--- src/rtl/if_stage.sv ---
// ---------------------------------------------------------------------------
// if_stage : instruction-fetch front end of the five-stage LoongArch pipeline.
//
// Generates the next PC and issues one read per cycle to a synchronous
// instruction SRAM. It presents {inst, pc} with a valid flag to decode and
// follows decode's branch bus to redirect fetch. The IF/ID pipeline register
// sits at top level and captures IFreg_bus/IFreg_valid when ID_allow_in is high.
//
// Ports
//   clk              clock (single domain)
//   reset            synchronous, active-high reset
//   ID_allow_in      decode accepts an instruction this cycle
//   BR_BUS[32:0]     {br_target[31:0], br_taken} from decode
//   IF_ready_go      IF holds a complete instruction
//   IFreg_valid      IFreg_bus carries a live instruction
//   IFreg_bus[63:0]  {inst[31:0], pc[31:0]}
//   inst_sram_en     SRAM read request
//   inst_sram_we     SRAM byte write enables (never written, tied to 0)
//   inst_sram_addr   SRAM read address (the next PC)
//   inst_sram_wdata  SRAM write data (tied to 0)
//   inst_sram_rdata  SRAM read data, valid the cycle after the request
// ---------------------------------------------------------------------------
module if_stage #(
  parameter logic [31:0] RESET_PC = 32'h1c000000
) (
  input  logic        clk,
  input  logic        reset,
  input  logic        ID_allow_in,
  input  logic [32:0] BR_BUS,
  output logic        IF_ready_go,
  output logic        IFreg_valid,
  output logic [63:0] IFreg_bus,
  output logic        inst_sram_en,
  output logic [3:0]  inst_sram_we,
  output logic [31:0] inst_sram_addr,
  output logic [31:0] inst_sram_wdata,
  input  logic [31:0] inst_sram_rdata
);

  // Branch bus fields
  logic [31:0] br_target;
  logic        br_taken;
  assign {br_target, br_taken} = BR_BUS;

  // IF stage state: the outstanding fetch plus a hold buffer for stalls
  logic        if_valid;
  logic [31:0] if_pc;
  logic [31:0] inst_buf;
  logic        inst_buf_valid;

  // Handshake and pre-IF signals
  logic        br_accept;
  logic        if_allow_in;
  logic        to_if_valid;
  logic [31:0] nextpc;
  logic [31:0] inst;

  // A branch is honoured only when decode fires. With ID_allow_in low its
  // operands may still be unresolved, so br_taken is ignored.
  assign br_accept   = br_taken & ID_allow_in;

  assign IF_ready_go = if_valid;
  // br_accept implies ID_allow_in, and if_valid is either low or ready_go is
  // high, so a branch always finds IF willing to take the redirected fetch.
  assign if_allow_in = ~if_valid | (IF_ready_go & ID_allow_in);

  assign to_if_valid = ~reset;
  assign nextpc      = br_accept ? br_target : (if_pc + 32'd4);

  assign inst_sram_en    = to_if_valid & if_allow_in;
  assign inst_sram_addr  = nextpc;
  assign inst_sram_we    = 4'b0000;
  assign inst_sram_wdata = 32'h0000_0000;

  // SRAM data is only valid for one cycle after the request. During a stall
  // the buffer holds the instruction so IFreg_bus stays constant.
  assign inst        = inst_buf_valid ? inst_buf : inst_sram_rdata;
  assign IFreg_bus   = {inst, if_pc};
  // On a taken branch the instruction in IF is the fall-through, so it is
  // cancelled here. The IF/ID register then captures a bubble.
  assign IFreg_valid = if_valid & ~br_accept;

  // NOTE: sequential state uses non-blocking assignments so every register
  // samples the pre-edge values of its neighbours, matching real flops.
  always_ff @(posedge clk) begin
    if (reset) begin
      if_valid       <= 1'b0;
      if_pc          <= RESET_PC - 32'd4;   // so the first nextpc is RESET_PC
      inst_buf_valid <= 1'b0;
    end else if (if_allow_in) begin
      if_valid       <= to_if_valid;
      if_pc          <= nextpc;
      inst_buf_valid <= 1'b0;
    end else if (if_valid && !inst_buf_valid) begin
      // First stalled cycle: the SRAM output is still the held instruction.
      inst_buf_valid <= 1'b1;
    end
  end

  // NOTE: the buffer data has no reset. It is only read while inst_buf_valid
  // is set, and that flag is reset, so clearing the data would add nothing.
  always_ff @(posedge clk) begin
    if (!reset && !if_allow_in && if_valid && !inst_buf_valid) begin
      inst_buf <= inst_sram_rdata;
    end
  end

endmodule

--- config.mk ---
export PLATFORM = sky130hd
export DESIGN_NAME = if_stage
export DESIGN_NICKNAME = d
export VERILOG_FILES = /design/src/rtl/if_stage.sv
export SDC_FILE = /design/constraint.sdc
export NUM_CORES = 1
export LEC_CHECK = 0
export ABC_AREA = 1
export BUFFER_PORTS_ARGS = -buffer_cell sky130_fd_sc_hd__buf_4
export CAP_MARGIN = 20
export CELL_PAD_IN_SITES_DETAIL_PLACEMENT = 1
export CELL_PAD_IN_SITES_GLOBAL_PLACEMENT = 1
export CORE_ASPECT_RATIO = 0.6
export CORE_MARGIN = 2
export CORE_UTILIZATION = 29
export DETAILED_ROUTE_END_ITERATION = 16
export PLACE_DENSITY = 0.81
export SLEW_MARGIN = 40
export SYNTH_ARGS = -nofsm -noshare
export SYNTH_HDL_FRONTEND = slang
export SYNTH_SLANG_ARGS = --single-unit
--- constraint.sdc ---
create_clock -name clk -period 6.3 [get_ports clk]
set_clock_uncertainty 0.2 [all_clocks]
set_input_delay 1.575 -clock clk [delete_from_list [all_inputs] [get_ports clk]]
set_output_delay 1.575 -clock clk [all_outputs]
set_load 0.01 [all_outputs]
==> impl_metrics.yaml <==
status:
  outcome: "finished clean"
global_routing:
  antenna_found_initial: 0
  track_usage: 0.194
  grt_pass1_wl_um: 22400
  grt_max_degree: 40
  use_met2: 0.305
  grt-ovfl-total: 0
  gr-usage-met1: 0.274
  met3_usage: 0.0384
  busiest_layer: "met2"
  first_global_vias: 4159
clock_network:
  cts_buffer_depth: 2
  post_cts_resized: 0
  cts.sinks: 66
  h-tree-depth: 3
  holdBufCountCts: 0
  post_cts_buffers: 0
  cts_tree: "done"
  path_clk_slew_ns: 0.05
  cts-buffers-inserted: 9
  cts-root-buf: "clkbuf_16"
  clock_latency_ns: 0.33
power_and_ir_drop:
  comb_power_share: 0.330
  p_per_area_mw_per_mm2: 262
  vdd_ir_drop_max_mv: 0.134
  p_leak_nw: 2.83
  pwr-share-clk: 0.325
  power_w: 0.00150
  internal_power_w: 0.000987
  p_sw_frac: 0.342
  p_sw_w: 0.000514
  p_seq_frac: 0.345
floorplan:
  placementRows: 33
  die_x_um: 158
  initial_core_util: 0.299
  ioPinCount: 203
  core-area_mm2: 0.0138
  die_y_um: 96.4
  die_area_mm2: 0.0152
route:
  initialDrtViolationCount: 128
  num_vias: 3999
  route.detailed.wl_per_inst_um: 16.4
  drc: 0
  drtPass1Iterations: 4
  avgViaCountPerCell: 4.44
  drt_wl_total_um: 14800
  postRouteAntennaNets: 0
placed_design:
  dp_hpwl_um: 11800
  place_inst: 886
  numPortBuffers: 166
  pre_cts_ws_ns: 1.60
  finalWeightedCongestion: 0.832
critical_path:
  rr_worst_depth: 7
  crit_top_cell: "buf_4"
  cp_max_fo: 22
  cp.required_ns: 4.53
  end_kind: "output port"
  arrival_ns: 2.94
  crit_type: "in -> out"
  critPathSlowestCell: "buf_4"
  worst_setup_path_start_kind: "input port"
  slowest_delay_ns: 0.30
  crit_chain: "buf_4 -> nand2_1 -> clkinv_1 -> buf_4 -> or2_2 -> o21ai_0 -> inv_1 -> buf_4"
yosys:
  async_reset_ff_frac: 0
  yosys_most_used_dff: "dfxtp_1"
  netlist_area_mm2: 0.00413
  synthCells: 539
  synth_area_leaders: "edfxtp_1 (23%), dfxtp_1 (16%), nand2_1 (13%)"
  synth-seq-cells: 66
  synth_most_common_cell: "nand2_1"
  ys_types: 32
  synth_top_area_frac: 0.233
  synth-seq-area-share: 0.398
  synth-compound-area-share: 0.0521
  synth_top_area_cell: "edfxtp_1"
  syn_area_per_cell_um2: 7.66
  synthAdderAreaFrac: 0.00303
  synth_xor_xnor_area_share: 0.00424
  muxShareOfSynthArea: 0.0873
  synth_edf_count: 32
  synthTopCellsByCount: "nand2_1 (147), inv_1 (61), nand3_1 (51)"
  yosys_warnings: 0
  synthSimpleGateAreaFrac: 0.314
  synth_top_family_by_area: "simple AND/OR/NAND/NOR gates"
final_layout:
  n_antenna_cell: 0
  area_growth_pct: 38.6
  layout-drive-gt1-share: 0.351
  layoutNonFillerInstCount: 901
  layout.nets: 774
  fillers: 1714
sta:
  slew_headroom: 0.534
  worst_pin_slew_ns: 0.698
  report.final.slew_viol_count: 0
  setup_tns_ns: 0
  rsz0062_at_grt: "false"
  hold_viol_final: 0
  layout_setup_ws_ns: 1.59
  period_share: 0.748
  setup_viol: 0
  period_needed_ns: 4.71
  hold_ws_ns: 0.306
  max_freq_mhz: 212
min_path:
  holdPathStages: 2
  hp-class: "reg -> reg"
job:
  cap_violations: 0
through the flow:
step           area [um2]  utilization
2_1_floorplan        4260            -
3_3_place_gp         5450        0.395
3_5_place_dp         5450        0.395
4_1_cts              5720        0.415
5_1_grt              5720        0.415
6_report             5720        0.415
worst max-delay path, delay by kind of cell:
| kind | cells | cell delay, ns |
|---|---|---|
| buf+inv | 5 | 0.86 |
| simple gates | 2 | 0.38 |
| compound gates | 1 | 0.11 |
flip-flops by register name, indices dropped and copies added, names as in the netlist:
name / cells
IF_ready_go: 1
if_pc: 32
inst_buf_valid: 1
inst_buf: 32
power by group through the flow:
stage | combinational (W) | sequential [W] | clock [W]
finish | 0.000495 | 0.000517 | 0.000488
global route | 0.000546 | 0.000523 | 0.000513
CTS | 0.000499 | 0.000517 | 0.000500
detailed placement | 0.000496 | 0.000526 | 0
global placement | 0.000484 | 0.000524 | 0
floorplan | 0.000287 | 0.000524 | 0
layout by cell type (no fill, tap or decap), drive strengths merged:
cell type    n
ha           1
and2         6
o22ai        7
nand3       53
o21ai       22
xor2         2
nor2        58
edfxtp      32
clkbuf      11
nand2      155
clkinv       3
bufinv       1
inv         63
o22a         1
clkinvlp     1
dfxtp       34
nand3b       2
or2          9
o211ai       1
buf        171
a31oi        1
mux2        32
a21oi        7
conb        36
logic make-up after synthesis:
group / after synthesis
AO/OA/AOI/OAI: 39
XOR/XNOR: 2
adder cells (fa/ha/maj): 1
buffers and inverters: 115
flip-flops: 66
multiplexers: 32
other: 1
AND/OR/NAND/NOR: 283
final cells by class:
type | count | area [um2] | share of cell area
Inverter | 64 | 240 | 0.0420
Sequential cell | 66 | 1640 | 0.287
Tap cell | 192 | 240 | 0.0420
Timing Repair Buffer | 171 | 1280 | 0.224
Multi-Input combinational cell | 393 | 2040 | 0.356
Clock inverter | 4 | 45.0 | 0.00787
Clock buffer | 11 | 233 | 0.0407
metal layers:
layer / up-vias / share of wire
met5: - / 0
met4: 0 / 0.0096
met3: 9 / 0.050
met1: 1913 / 0.49
met2: 91 / 0.45
li1: 1986 / -
path summary, 6_finish.rpt:
check / slack [ns] / startpoint / end
max: 1.59 / ID_allow_in / inst_sram_addr[0]
min: 0.31 / if_pc[31] / if_pc[31]
max reg2reg: 3.50 / IF_ready_go / inst_buf[8]
min reg2reg: 0.31 / if_pc[31] / if_pc[31]
(Power assumes the default switching activity.)
